==> src/rtl/spi_slave_rx.sv <==
// SPI receive endpoint: oversamples sclk/cs/mosi into clk and
// deserializes LSB-first frames, strobing done per full word.
module spi_slave_rx #(
  parameter int DATA_W      = 12,
  parameter int SYNC_STAGES = 2
) (
  input  logic              clk,
  input  logic              rst,
  input  logic              sclk,
  input  logic              cs,
  input  logic              mosi,
  output logic [DATA_W-1:0] dout,
  output logic              done,
  output logic              frame_err,
  output logic              busy
);

  localparam int CW = $clog2(DATA_W + 1);

  typedef enum logic [1:0] {
    IDLE,
    RECV,
    WAIT_CS
  } state_t;

  logic [SYNC_STAGES-1:0] sclk_sync_q;
  logic [SYNC_STAGES-1:0] cs_sync_q;
  logic [SYNC_STAGES-1:0] mosi_sync_q;
  logic                   sclk_d_q;
  logic                   sclk_s;
  logic                   cs_s;
  logic                   mosi_s;
  logic                   fall;

  state_t            state_q, state_d;
  logic [CW-1:0]     bit_cnt_q, bit_cnt_d;
  logic [DATA_W-1:0] shreg_q, shreg_d;
  logic [DATA_W-1:0] dout_q, dout_d;
  logic              done_q, done_d;
  logic              ferr_q, ferr_d;

  assign sclk_s = sclk_sync_q[SYNC_STAGES-1];
  assign cs_s   = cs_sync_q[SYNC_STAGES-1];
  assign mosi_s = mosi_sync_q[SYNC_STAGES-1];
  assign fall   = sclk_d_q & ~sclk_s;

  // cs chain resets high so a reset never looks like a frame start
  always_ff @(posedge clk) begin
    if (rst) begin
      sclk_sync_q <= '0;
      cs_sync_q   <= '1;
      mosi_sync_q <= '0;
      sclk_d_q    <= 1'b0;
    end else begin
      sclk_sync_q <= {sclk_sync_q[SYNC_STAGES-2:0], sclk};
      cs_sync_q   <= {cs_sync_q[SYNC_STAGES-2:0], cs};
      mosi_sync_q <= {mosi_sync_q[SYNC_STAGES-2:0], mosi};
      sclk_d_q    <= sclk_s;
    end
  end

  always_ff @(posedge clk) begin
    if (rst) begin
      state_q   <= IDLE;
      bit_cnt_q <= '0;
      shreg_q   <= '0;
      dout_q    <= '0;
      done_q    <= 1'b0;
      ferr_q    <= 1'b0;
    end else begin
      state_q   <= state_d;
      bit_cnt_q <= bit_cnt_d;
      shreg_q   <= shreg_d;
      dout_q    <= dout_d;
      done_q    <= done_d;
      ferr_q    <= ferr_d;
    end
  end

  always_comb begin
    state_d   = state_q;
    bit_cnt_d = bit_cnt_q;
    shreg_d   = shreg_q;
    dout_d    = dout_q;
    done_d    = 1'b0;
    ferr_d    = 1'b0;
    unique case (state_q)
      IDLE: begin
        bit_cnt_d = '0;
        if (!cs_s) state_d = RECV;
      end
      RECV: begin
        // cs release wins over a coincident sclk fall
        if (cs_s) begin
          ferr_d    = 1'b1;
          bit_cnt_d = '0;
          state_d   = IDLE;
        end else if (fall) begin
          shreg_d = {mosi_s, shreg_q[DATA_W-1:1]};
          if (bit_cnt_q == CW'(DATA_W - 1)) begin
            dout_d    = shreg_d;
            done_d    = 1'b1;
            bit_cnt_d = '0;
            state_d   = WAIT_CS;
          end else begin
            bit_cnt_d = bit_cnt_q + 1'b1;
          end
        end
      end
      WAIT_CS: begin
        if (cs_s) state_d = IDLE;
      end
      default: state_d = IDLE;
    endcase
  end

  assign dout      = dout_q;
  assign done      = done_q;
  assign frame_err = ferr_q;
  assign busy      = (state_q != IDLE);

endmodule

==> config.mk <==
export PLATFORM = sky130hd
export DESIGN_NAME = spi_slave_rx
export DESIGN_NICKNAME = d
export VERILOG_FILES = /design/src/rtl/spi_slave_rx.sv
export SDC_FILE = /design/constraint.sdc
export NUM_CORES = 1
export LEC_CHECK = 0
export ABC_AREA = 1
export ABC_CLOCK_PERIOD_IN_PS = 1500
export CORE_MARGIN = 2
export CORE_UTILIZATION = 44
export DETAILED_ROUTE_END_ITERATION = 6
export GPL_ROUTABILITY_DRIVEN = 0
export PLACE_DENSITY = 0.71
export SLEW_MARGIN = 20
export SYNTH_ARGS = -nofsm -noshare
export SYNTH_HDL_FRONTEND = slang
export SYNTH_SLANG_ARGS = --single-unit
==> constraint.sdc <==
create_clock -name clk -period 1.5 [get_ports clk]
set_input_delay 0.3 -clock clk [delete_from_list [all_inputs] [get_ports clk]]
set_output_delay 0.3 -clock clk [all_outputs]
set_load 0.01 [all_outputs]
Word level (Yosys, flattened, before mapping):

Cells that the tools add are included.

* register bits after elaboration: 39
* bits of input ports: 5
* output and inout bits: 15
* logic and storage cells: 44

* add/sub/neg operators: 1
* equality and inequality tests: 7
* mux-type cells: 12
* bitwise gates (word level): 5
* reductions and logical operators: 9

Operators by type and width (number)
* $mux 4: 3
* $mux 2: 5
* $pmux 4 s2: 1
* $reduce_and 4->1: 2
* $ne 3x3->1 const B: 2
* $pmux 2 s3: 1
* $add 4x1->4 const B: 1
* $eq 4x4->1 const B: 1
* $ne 2x2->1 const B: 2
* $not 1->1: 4
* $reduce_bool 2->1: 2
* $reduce_or 4->1: 1
* $reduce_and 3->1: 1
* $eq 2x1->1 const B: 1
* $eq 2x2->1 const B: 1
* $logic_not 2->1: 1
* $mux 1: 2
* $reduce_and 2->1: 1
* $reduce_or 2->1: 1
* $and 1x1->1: 1

Logic depth before layout (Yosys ltp):

Gate-level depths: netlist (run 1).

* depth after elaboration: 5
* depth in mapped cells: 8

Worst setup path before layout (run 1):

OpenSTA, ideal clock, no wires.

* kind: register to register
* from: register bit_cnt_q[0]
* to: register dout_q[4] (netlist: dout[4])
* setup time: 0.113 ns
* data arrival time: 1.066 ns
* data required time: 1.387 ns
* setup slack: 0.321 ns
* stages on the path, launching flop included: 8
* cells stage by stage: dfxtp_1 -> ha_1 -> nand3_1 -> inv_1 -> nand2_4 -> buf_6 -> o21ai_1 -> nor2_1

* cells in the longest elaborated chain, start to end: 2

Ends and longest elaborated chain
* start, declared: line 36 `logic [CW-1:0] bit_cnt_q, bit_cnt_d;`
* start signal, assigned: line 72 `bit_cnt_q <= bit_cnt_d;`
* $eq 4x4->1: line 100 `if (bit_cnt_q == CW'(DATA_W - 1)) begin`
* $reduce_and 4->1 (no line)
* end signal, assigned: line 74 `dout_q <= dout_d;`
* end, declared: line 38 `logic [DATA_W-1:0] dout_q, dout_d;`

Every way passes these cells.
A chain may end at the register's enable or synchronous reset.

Worst setup path after layout (run 1):

* from: register state_q[0]
* to: output port busy

* cells in the longest elaborated chain, start to end: 1

Ends and longest elaborated chain
* start, declared: line 35 `state_t state_q, state_d;`
* start signal, assigned: line 71 `state_q <= state_d;`
* $reduce_bool 2->1: line 120 `assign busy = (state_q != IDLE);`
* end, declared: line 15 `output logic busy`

Every way passes these cells.

==> results of run 1 <==
[per-layer routing]
layer / vias to the layer above / GRT usage / share of wire
met1: 511 / 0.178 / 0.44
li1: 576 / - / -
met5: - / 0 / 0
met2: 31 / 0.253 / 0.50
met4: 0 / 0.0857 / 0.017
met3: 5 / 0.0455 / 0.047
[flip-flops by register name (all words and copies together), names as in the netlist]
register	flops
cs_sync_q	2
bit_cnt_q	4
state_q	2
done	1
frame_err	1
dout	12
sclk_sync_q	2
sclk_d_q	1
mosi_sync_q	2
shreg_q	11
[area by class of cell]
| cell class | instances | area share |
|---|---|---|
| timing repair buffer | 23 | 0.132 |
| clock buffer | 7 | 0.0269 |
| multi-input combinational | 103 | 0.307 |
| tap | 44 | 0.0328 |
| inverter | 19 | 0.0455 |
| sequential | 38 | 0.455 |
[Yosys cell counts]
| cell | n | share of area |
|---|---|---|
| a211oi_1 | 1 | 0.0054 |
| a211oi_2 | 1 | 0.0091 |
| a21oi_1 | 9 | 0.033 |
| a31oi_1 | 1 | 0.0045 |
| buf_2 | 1 | 0.0036 |
| buf_4 | 1 | 0.0054 |
| buf_6 | 1 | 0.0082 |
| clkbuf_1 | 4 | 0.011 |
| dfxtp_1 | 38 | 0.55 |
| ha_1 | 1 | 0.0091 |
| inv_1 | 14 | 0.038 |
| inv_2 | 4 | 0.011 |
| inv_4 | 1 | 0.0045 |
| nand2_1 | 17 | 0.046 |
| nand2_2 | 2 | 0.0091 |
| nand2_4 | 1 | 0.0082 |
| nand3_1 | 9 | 0.033 |
| nor2_1 | 35 | 0.095 |
| nor2_4 | 1 | 0.0082 |
| nor2_8 | 1 | 0.015 |
| nor4_1 | 1 | 0.0045 |
| o21ai_0 | 1 | 0.0036 |
| o21ai_1 | 19 | 0.069 |
| or2_2 | 2 | 0.0091 |
| xnor2_1 | 1 | 0.0063 |
[worst register-to-register path: cells and delay by family (launching register included)]
| family | cells | cell delay [ns] |
|---|---|---|
| AO/OA/AOI/OAI | 1 | 0.13 |
| buffers and inverters | 2 | 0.24 |
| flip-flops | 1 | 0.40 |
| AND/OR/NAND/NOR | 3 | 0.32 |
| adder cells (fa/ha/maj) | 1 | 0.23 |
[kinds of logic after synthesis]
family,after synthesis,synth area share
and+or+nand+nor,69,0.228
adders and majority gates,1,0.00906
AOI/OAI and AO/OA,32,0.124
xor gates and xnor gates,1,0.00635
DFF,38,0.551
buffers and inverters,26,0.0816
[path summary, 6_finish.rpt]
| kind | cells after the start | endpoint | startpoint |
|---|---|---|---|
| max | 3 | busy | state_q[0]$_SDFFE_PP0P_ |
| min | 2 | sclk_sync_q[1]$_SDFF_PP0_ | sclk_sync_q[0]$_SDFF_PP0_ |
| max reg2reg | 7 | dout[10]$_SDFFE_PP0P_ | bit_cnt_q[0]$_SDFFE_PP0P_ |
| min reg2reg | 2 | sclk_sync_q[1]$_SDFF_PP0_ | sclk_sync_q[0]$_SDFF_PP0_ |
[power breakdown]
group / switching [mW] / internal [mW]
registers: 0.00389 / 1.02
logic: 0.0314 / 0.0278
clock network: 0.306 / 0.177
[stage by stage]
stage	worst slack, ns	hold slack (ns)
floorplan	0.321	0.388
global placement	0.127	0.395
detailed placement	0.0814	0.393
CTS	0.00908	0.416
global route	-0.00117	0.425
finish	0.102	0.413
[repair_timing]
item,4_1_cts,5_1_grt
pin swaps,0,0
hold endpoints to repair,0,0
buffers inserted,2,0
setup endpoints to repair,14,4
resized for setup,16,5
==> impl_metrics.ini, run 1 <==
[setup_path]
critical_path.cell_chain = inv_1 -> nand2_1 -> dlygate4sd2_1
slowest_stage = dfxtp_2
critical_path.top_delay_family = buffers and inverters
path_buf_inv = 2
cp_data_required_time_ns = 1.20
slowest_delay_ns = 0.34
crit_arrival_ns = 1.10
rrSetupSlack_ns = 0.11
worstSetupPathType = flop to primary output
cp-start-kind = flop
worst-path-max-fanout = 4
endpoint_kind = primary output

[clock_network]
root_buffer = clkbuf_4
cts_tree = built
clockBufferDepth = 2
cts_buffers = 5
clock_sinks = 38
postCtsHoldBufs = 0
cts.clk_slew.worst_paths_ns = 0.11
cts_htree_levels = 2
clk_latency_ns = 0.33

[power_and_ir_drop]
leakage_nw = 0.771
powerDensity_nw_per_um2 = 933
max-vdd-ir-drop_mv = 0.673
fin_total_pwr_mw = 1.56

[sta]
period_minus_slack_ns = 1.40
hold_viol_final = 0
tns_ns = 0
finalCritPeriodShare = 0.932
fmax_ghz = 0.716
finalClockSkew_ns = 0.0116
setup_viol = 0
tightest_slew_ns = 0.316
maxSlewViolCount = 0
maxSlewHeadroom = 0.789

[status]
status = completed

[place]
portBuffers = 19
dp.cells = 225
detailed_place_hpwl_mm = 1.74
placed_cell_area_um2 = 1610

[route]
vias = 1123
wl_per_cell_um = 10.9
wl_mm = 2.56
drt_iter0_markers = 40
drt-vias-per-instance = 4.80
drtAntennaViolNets = 0
post-route-drc-count = 0
drtPass1Iterations = 4

[final_layout]
most-common-layout-cells = 36 x dfxtp_1, 35 x nor2_1, 19 x o21ai_1
design_area_um2 = 1680
utilization = 0.554
final_nets = 196
fillers = 286
multiInputGateArea_um2 = 515
diodes = 0
fin_cells = 234
final_common_cell = dfxtp_1
syn2layout_area_growth_pct = 21.5
register_area_um2 = 763
drive_gt1_frac = 0.132

[global_routing]
grt_max_degree = 23
grtUsageTotal = 0.154
grt_pass1_wl_mm = 4.06
grt_pass1_vias = 964
grt_overflow = 0
antenna_found_initial = 0

[run]
max_cap_violations = 0

[floorplan]
core_area_um2 = 3030
die_area_um2 = 3600
chipWidth_um = 60.0
row_count = 20
die_y_um = 60.0
initial_core_util = 0.456
io_pins = 20

[yosys]
syn_area_per_cell_um2 = 8.26
ys_ff_latch = 38
synth_nets = 173
synthCells = 167
ys_seq_area_frac = 0.551
yosysWarnings = 0
synth_cell_types = 25
netlist_area_um2 = 1380

[min_path]
hp-class = flop to flop
Power figures use the tool's default switching activity.
==> inputs of run 2 (changes only) <==
--- a/config.mk
+++ b/config.mk
@@ -6,12 +6,12 @@
 export NUM_CORES = 1
 export LEC_CHECK = 0
 export ABC_AREA = 1
-export ABC_CLOCK_PERIOD_IN_PS = 1500
+export ABC_CLOCK_PERIOD_IN_PS = 1200
 export CORE_MARGIN = 2
 export CORE_UTILIZATION = 44
 export DETAILED_ROUTE_END_ITERATION = 6
 export GPL_ROUTABILITY_DRIVEN = 0
-export PLACE_DENSITY = 0.71
+export PLACE_DENSITY = 0.73
 export SLEW_MARGIN = 20
 export SYNTH_ARGS = -nofsm -noshare
 export SYNTH_HDL_FRONTEND = slang
==> constraint.sdc (replaced) <==
create_clock -name clk -period 1.2 [get_ports clk]
set_input_delay 0.24 -clock clk [delete_from_list [all_inputs] [get_ports clk]]
set_output_delay 0.24 -clock clk [all_outputs]
set_load 0.01 [all_outputs]
==> impl_metrics.ini, run 2 (synthesis results as in run 1) <==
[power_and_ir_drop]
fin_total_pwr_mw = 2.09
max-vdd-ir-drop_mv = 0.802
powerDensity_nw_per_um2 = 1070
leakage_nw = 0.831

[clock_network]
clk_latency_ns = 0.35
cts_htree_levels = 2
cts_buffers = 5
cts_tree = built
postCtsHoldBufs = 0
clock_sinks = 38
clockBufferDepth = 2
cts.clk_slew.worst_paths_ns = 0.11
root_buffer = clkbuf_4

[final_layout]
final_common_cell = nor2_1
largest_reg_flops = 12
drive_gt1_frac = 0.404
design_area_um2 = 1950
fin_cells = 252
diodes = 0
fillers = 245
most-common-layout-cells = 34 x nor2_1, 32 x dfxtp_1, 17 x o21ai_1
syn2layout_area_growth_pct = 41.2
final_nets = 213

[setup_path]
cp_data_required_time_ns = 1.48
slowest_delay_ns = 0.35
cp_common_cell = buf_6
endpoint_kind = flop
critical_path.top_delay_family = simple AND/OR/NAND/NOR gates
rrSetupSlack_ns = -0.15
worstSetupPathType = flop to flop
path_buf_inv = 2
slowest_stage = dfxtp_2
worst-path-max-fanout = 11
reg2reg_depth = 7
regToRegEndpoint = shreg_q[10]$_SDFFE_PP0P_
cp-start-kind = flop
r2r_start = state_q[1]$_SDFFE_PP0P_
crit_arrival_ns = 1.63
critical_path.cell_chain = buf_6 -> nor2_4 -> nand2_4 -> nor2_8 -> buf_6 -> o21ai_1 -> a21oi_1

[global_routing]
antenna_found_initial = 0
grtUsageTotal = 0.181
grt_max_degree = 23
grt_overflow = 0
grt_pass1_wl_mm = 4.66
grt_pass1_vias = 1043

[route]
drt-vias-per-instance = 4.98
drtAntennaViolNets = 0
wl_per_cell_um = 13.2
wl_mm = 3.33
drtPass1Iterations = 5
post-route-drc-count = 0
drt_iter0_markers = 44
vias = 1256

[place]
dp.cells = 235
placed_cell_area_um2 = 1680
portBuffers = 19
detailed_place_hpwl_mm = 1.89

[floorplan]
io_pins = 20
chipWidth_um = 60.0
row_count = 20
die_area_um2 = 3600
die_y_um = 60.0
core_area_um2 = 3030
initial_core_util = 0.456

[min_path]
hp-class = primary input to flop
hold_path_depth = 3
hold_start = mosi
whs_endpoint = mosi_sync_q[0]$_SDFF_PP0_

[sta]
fmax_ghz = 0.743
maxSlewViolCount = 0
tightest_slew_ns = 0.412
hold_viol_final = 0
rsz0062_at_grt = true
worst_slack_ns = -0.146
maxSlewHeadroom = 0.725
finalClockSkew_ns = 0.00497
period_minus_slack_ns = 1.35
setup_viol = 29
finalCritPeriodShare = 1.12

[status]
violations = setup timing
status = finished with violations

[run]
max_cap_violations = 0
-- run 2: layer usage --
layer / GRT usage / up-vias / wire (um)
met5: 0 / - / 0
met4: 0.111 / 0 / 97
met3: 0.0541 / 13 / 164
met2: 0.300 / 31 / 1780
met1: 0.202 / 598 / 1290
li1: - / 614 / -
-- run 2: final cells by class --
cell class | count | area, um2 | area share
Sequential cell | 38 | 771 | 0.396
Timing Repair inverter | 1 | 8.76 | 0.00450
Clock buffer | 6 | 51.3 | 0.0263
Inverter | 19 | 88.8 | 0.0456
Clock inverter | 2 | 12.5 | 0.00642
Timing Repair Buffer | 38 | 299 | 0.154
Multi-Input combinational cell | 104 | 662 | 0.340
Tap cell | 44 | 55.1 | 0.0283
-- run 2: worst max path at each step --
stage / cells past startpoint / slack [ns] / from / endpoint
global route: 8 / -0.19 / state_q[1]$_SDFFE_PP0P_ / dout[7]$_SDFFE_PP0P_
CTS: 7 / -0.10 / state_q[1]$_SDFFE_PP0P_ / shreg_q[10]$_SDFFE_PP0P_
floorplan: 7 / 0.02 / bit_cnt_q[0]$_SDFFE_PP0P_ / dout[6]$_SDFFE_PP0P_
finish: 7 / -0.15 / state_q[1]$_SDFFE_PP0P_ / shreg_q[10]$_SDFFE_PP0P_
global placement: 4 / -0.11 / rst / shreg_q[8]$_SDFFE_PP0P_
detailed placement: 4 / -0.17 / rst / dout[7]$_SDFFE_PP0P_
-- run 2: stage by stage --
stage               setup WS [ns]   util  setup TNS [ns]  hold slack [ns]
global route               -0.186  0.643           -4.01            0.407
CTS                        -0.105  0.602           -1.43            0.391
detailed placement         -0.173  0.554           -2.52            0.393
global placement           -0.109  0.554           -1.48            0.390
floorplan                  0.0206      -               0            0.344
finish                     -0.146  0.643           -2.51            0.390
-- run 2: where the power goes --
group          leakage, nW  internal (mW)  total, mW  switching (mW)
clock network       0.0343          0.281      0.718           0.436
registers            0.311           1.27       1.28         0.00544
logic                0.486         0.0416     0.0943          0.0527
-- run 2: repair_timing --
item                                    4_1_cts  5_1_grt
gates resized for setup                      39       58
setup buffers                                 4        4
endpoints found under the setup margin       32       43
gates cloned                                  1        1
pin swaps                                     1       13
-- run 2: worst reg2reg max path, cell delays in order, from the launching register on --
cell and delay (ns):
dfxtp_2 0.35, buf_6 0.11, nor2_4 0.12, nand2_4 0.08, nor2_8 0.20, buf_6 0.18, o21ai_1 0.07, a21oi_1 0.17
==> inputs of run 3 (changes only) <==
--- a/config.mk
+++ b/config.mk
@@ -6,12 +6,13 @@
 export NUM_CORES = 1
 export LEC_CHECK = 0
 export ABC_AREA = 1
-export ABC_CLOCK_PERIOD_IN_PS = 1200
-export CORE_MARGIN = 2
+export ABC_CLOCK_PERIOD_IN_PS = 1700
+export CORE_MARGIN = 1.5
 export CORE_UTILIZATION = 44
+export CTS_CLUSTER_DIAMETER = 100
 export DETAILED_ROUTE_END_ITERATION = 6
 export GPL_ROUTABILITY_DRIVEN = 0
-export PLACE_DENSITY = 0.73
+export PLACE_DENSITY = 0.71
 export SLEW_MARGIN = 20
 export SYNTH_ARGS = -nofsm -noshare
 export SYNTH_HDL_FRONTEND = slang
==> constraint.sdc (replaced) <==
create_clock -name clk -period 1.7 [get_ports clk]
set_input_delay 0.34 -clock clk [delete_from_list [all_inputs] [get_ports clk]]
set_output_delay 0.34 -clock clk [all_outputs]
set_load 0.01 [all_outputs]
==> impl_metrics.ini, run 3 (synthesis results as in run 1) <==
[status]
status = completed

[final_layout]
diodes = 0
drive_gt1_frac = 0.117
final_nets = 194
register_area_um2 = 763
syn2layout_area_growth_pct = 19.4
design_area_um2 = 1650
multiInputGateArea_um2 = 507
fillers = 293
most-common-layout-cells = 36 x dfxtp_1, 35 x nor2_1, 19 x o21ai_1
final_common_cell = dfxtp_1
largest_reg_flops = 12

[sta]
rsz0062_at_grt = false
maxSlewHeadroom = 0.791
hold_viol_final = 0
finalClockSkew_ns = 0.00807
maxSlewViolCount = 0
fmax_ghz = 0.639
finalCritPeriodShare = 0.920
setup_viol = 0
period_minus_slack_ns = 1.56
tightest_slew_ns = 0.314
tns_ns = 0

[run]
max_cap_violations = 0

[clock_network]
cts.clk_slew.worst_paths_ns = 0.09
cts_htree_levels = 2
cts_buffers = 5
clock_sinks = 38
clockBufferDepth = 2
root_buffer = clkbuf_4
cts_tree = built
clk_latency_ns = 0.33
postCtsHoldBufs = 0

[power_and_ir_drop]
max-vdd-ir-drop_mv = 0.445
leakage_nw = 0.694
powerDensity_nw_per_um2 = 830

[floorplan]
core_area_um2 = 3030
die_area_um2 = 3480
die_y_um = 59.0
row_count = 20
initial_core_util = 0.456
chipWidth_um = 59.0
io_pins = 20

[global_routing]
grt_max_degree = 23
grt_pass1_vias = 985
grt_overflow = 0
antenna_found_initial = 0
grt_pass1_wl_mm = 4.15
grtUsageTotal = 0.163

[setup_path]
critical_path.top_delay_family = buffers and inverters
endpoint_kind = primary output
path_buf_inv = 1
cp-start-kind = flop
critical_path.cell_chain = clkdlybuf4s50_1
slowest_stage = clkdlybuf4s50_1
worst-path-max-fanout = 2
cp_data_required_time_ns = 1.36
crit_arrival_ns = 1.22
slowest_delay_ns = 0.54
worstSetupPathType = flop to primary output

[route]
met1_length_mm = 1.04
drt_iter0_markers = 12
drt-vias-per-instance = 4.74
met3_wirelength_um = 120
highest_layer = met4
vias = 1100
post-route-drc-count = 0
wl_mm = 2.40
wl_per_cell_um = 10.3
drtPass1Iterations = 4
wl_met2_mm = 1.16
drtAntennaViolNets = 0

[place]
placed_cell_area_um2 = 1600
detailed_place_hpwl_mm = 1.73
portBuffers = 19

[min_path]
hp-class = flop to flop
[run 3: final cells by class]
cell class | instances | share of cell area
Inverter | 19 | 0.0448
Sequential cell | 38 | 0.463
Multi-Input combinational cell | 103 | 0.308
Timing Repair Buffer | 21 | 0.124
Clock buffer | 7 | 0.0273
Tap cell | 44 | 0.0334
[run 3: what timing repair did]
| item | CTS | global route |
|---|---|---|
| endpoints found under the setup margin | 1 | 0 |
| resized for setup | 3 | 0 |
| endpoints found under the hold margin | 0 | 0 |
| buffers inserted | 0 | 0 |
[run 3: path summary, 6_finish.rpt]
check	from	endpoint	slack (ns)	depth (start not counted)
min reg2reg	mosi_sync_q[0]$_SDFF_PP0_	mosi_sync_q[1]$_SDFF_PP0_	0.41	2
max	dout[10]$_SDFFE_PP0P_	dout[10]	0.14	1
max reg2reg	bit_cnt_q[0]$_SDFFE_PP0P_	dout[7]$_SDFFE_PP0P_	0.26	7
min	mosi_sync_q[0]$_SDFF_PP0_	mosi_sync_q[1]$_SDFF_PP0_	0.41	2
[run 3: per-layer routing]
| layer | vias up | GRT usage |
|---|---|---|
| met4 | 0 | 0.107 |
| met2 | 23 | 0.259 |
| met3 | 7 | 0.0459 |
| met1 | 496 | 0.192 |
| met5 | - | 0 |
| li1 | 574 | - |
[run 3: report_power, final]
part / switching [mW] / total (mW) / internal, mW
logic: 0.0264 / 0.0470 / 0.0206
clock network: 0.262 / 0.418 / 0.156
registers: 0.00387 / 0.902 / 0.899
[run 3: through the flow]
| stage | worst slack [ns] | std cells | total power [mW] | utilization | hold slack, ns |
|---|---|---|---|---|---|
| CTS | 0.119 | 232 | 1.38 | 0.544 | 0.415 |
| detailed placement | 0.144 | 225 | 0.971 | 0.529 | 0.399 |
| floorplan | 0.521 | 167 | 0.953 | - | 0.388 |
| global placement | 0.216 | 225 | 0.970 | 0.529 | 0.398 |
| global route | 0.0844 | 232 | 1.43 | 0.544 | 0.429 |
| finish | 0.136 | 232 | 1.37 | 0.544 | 0.411 |
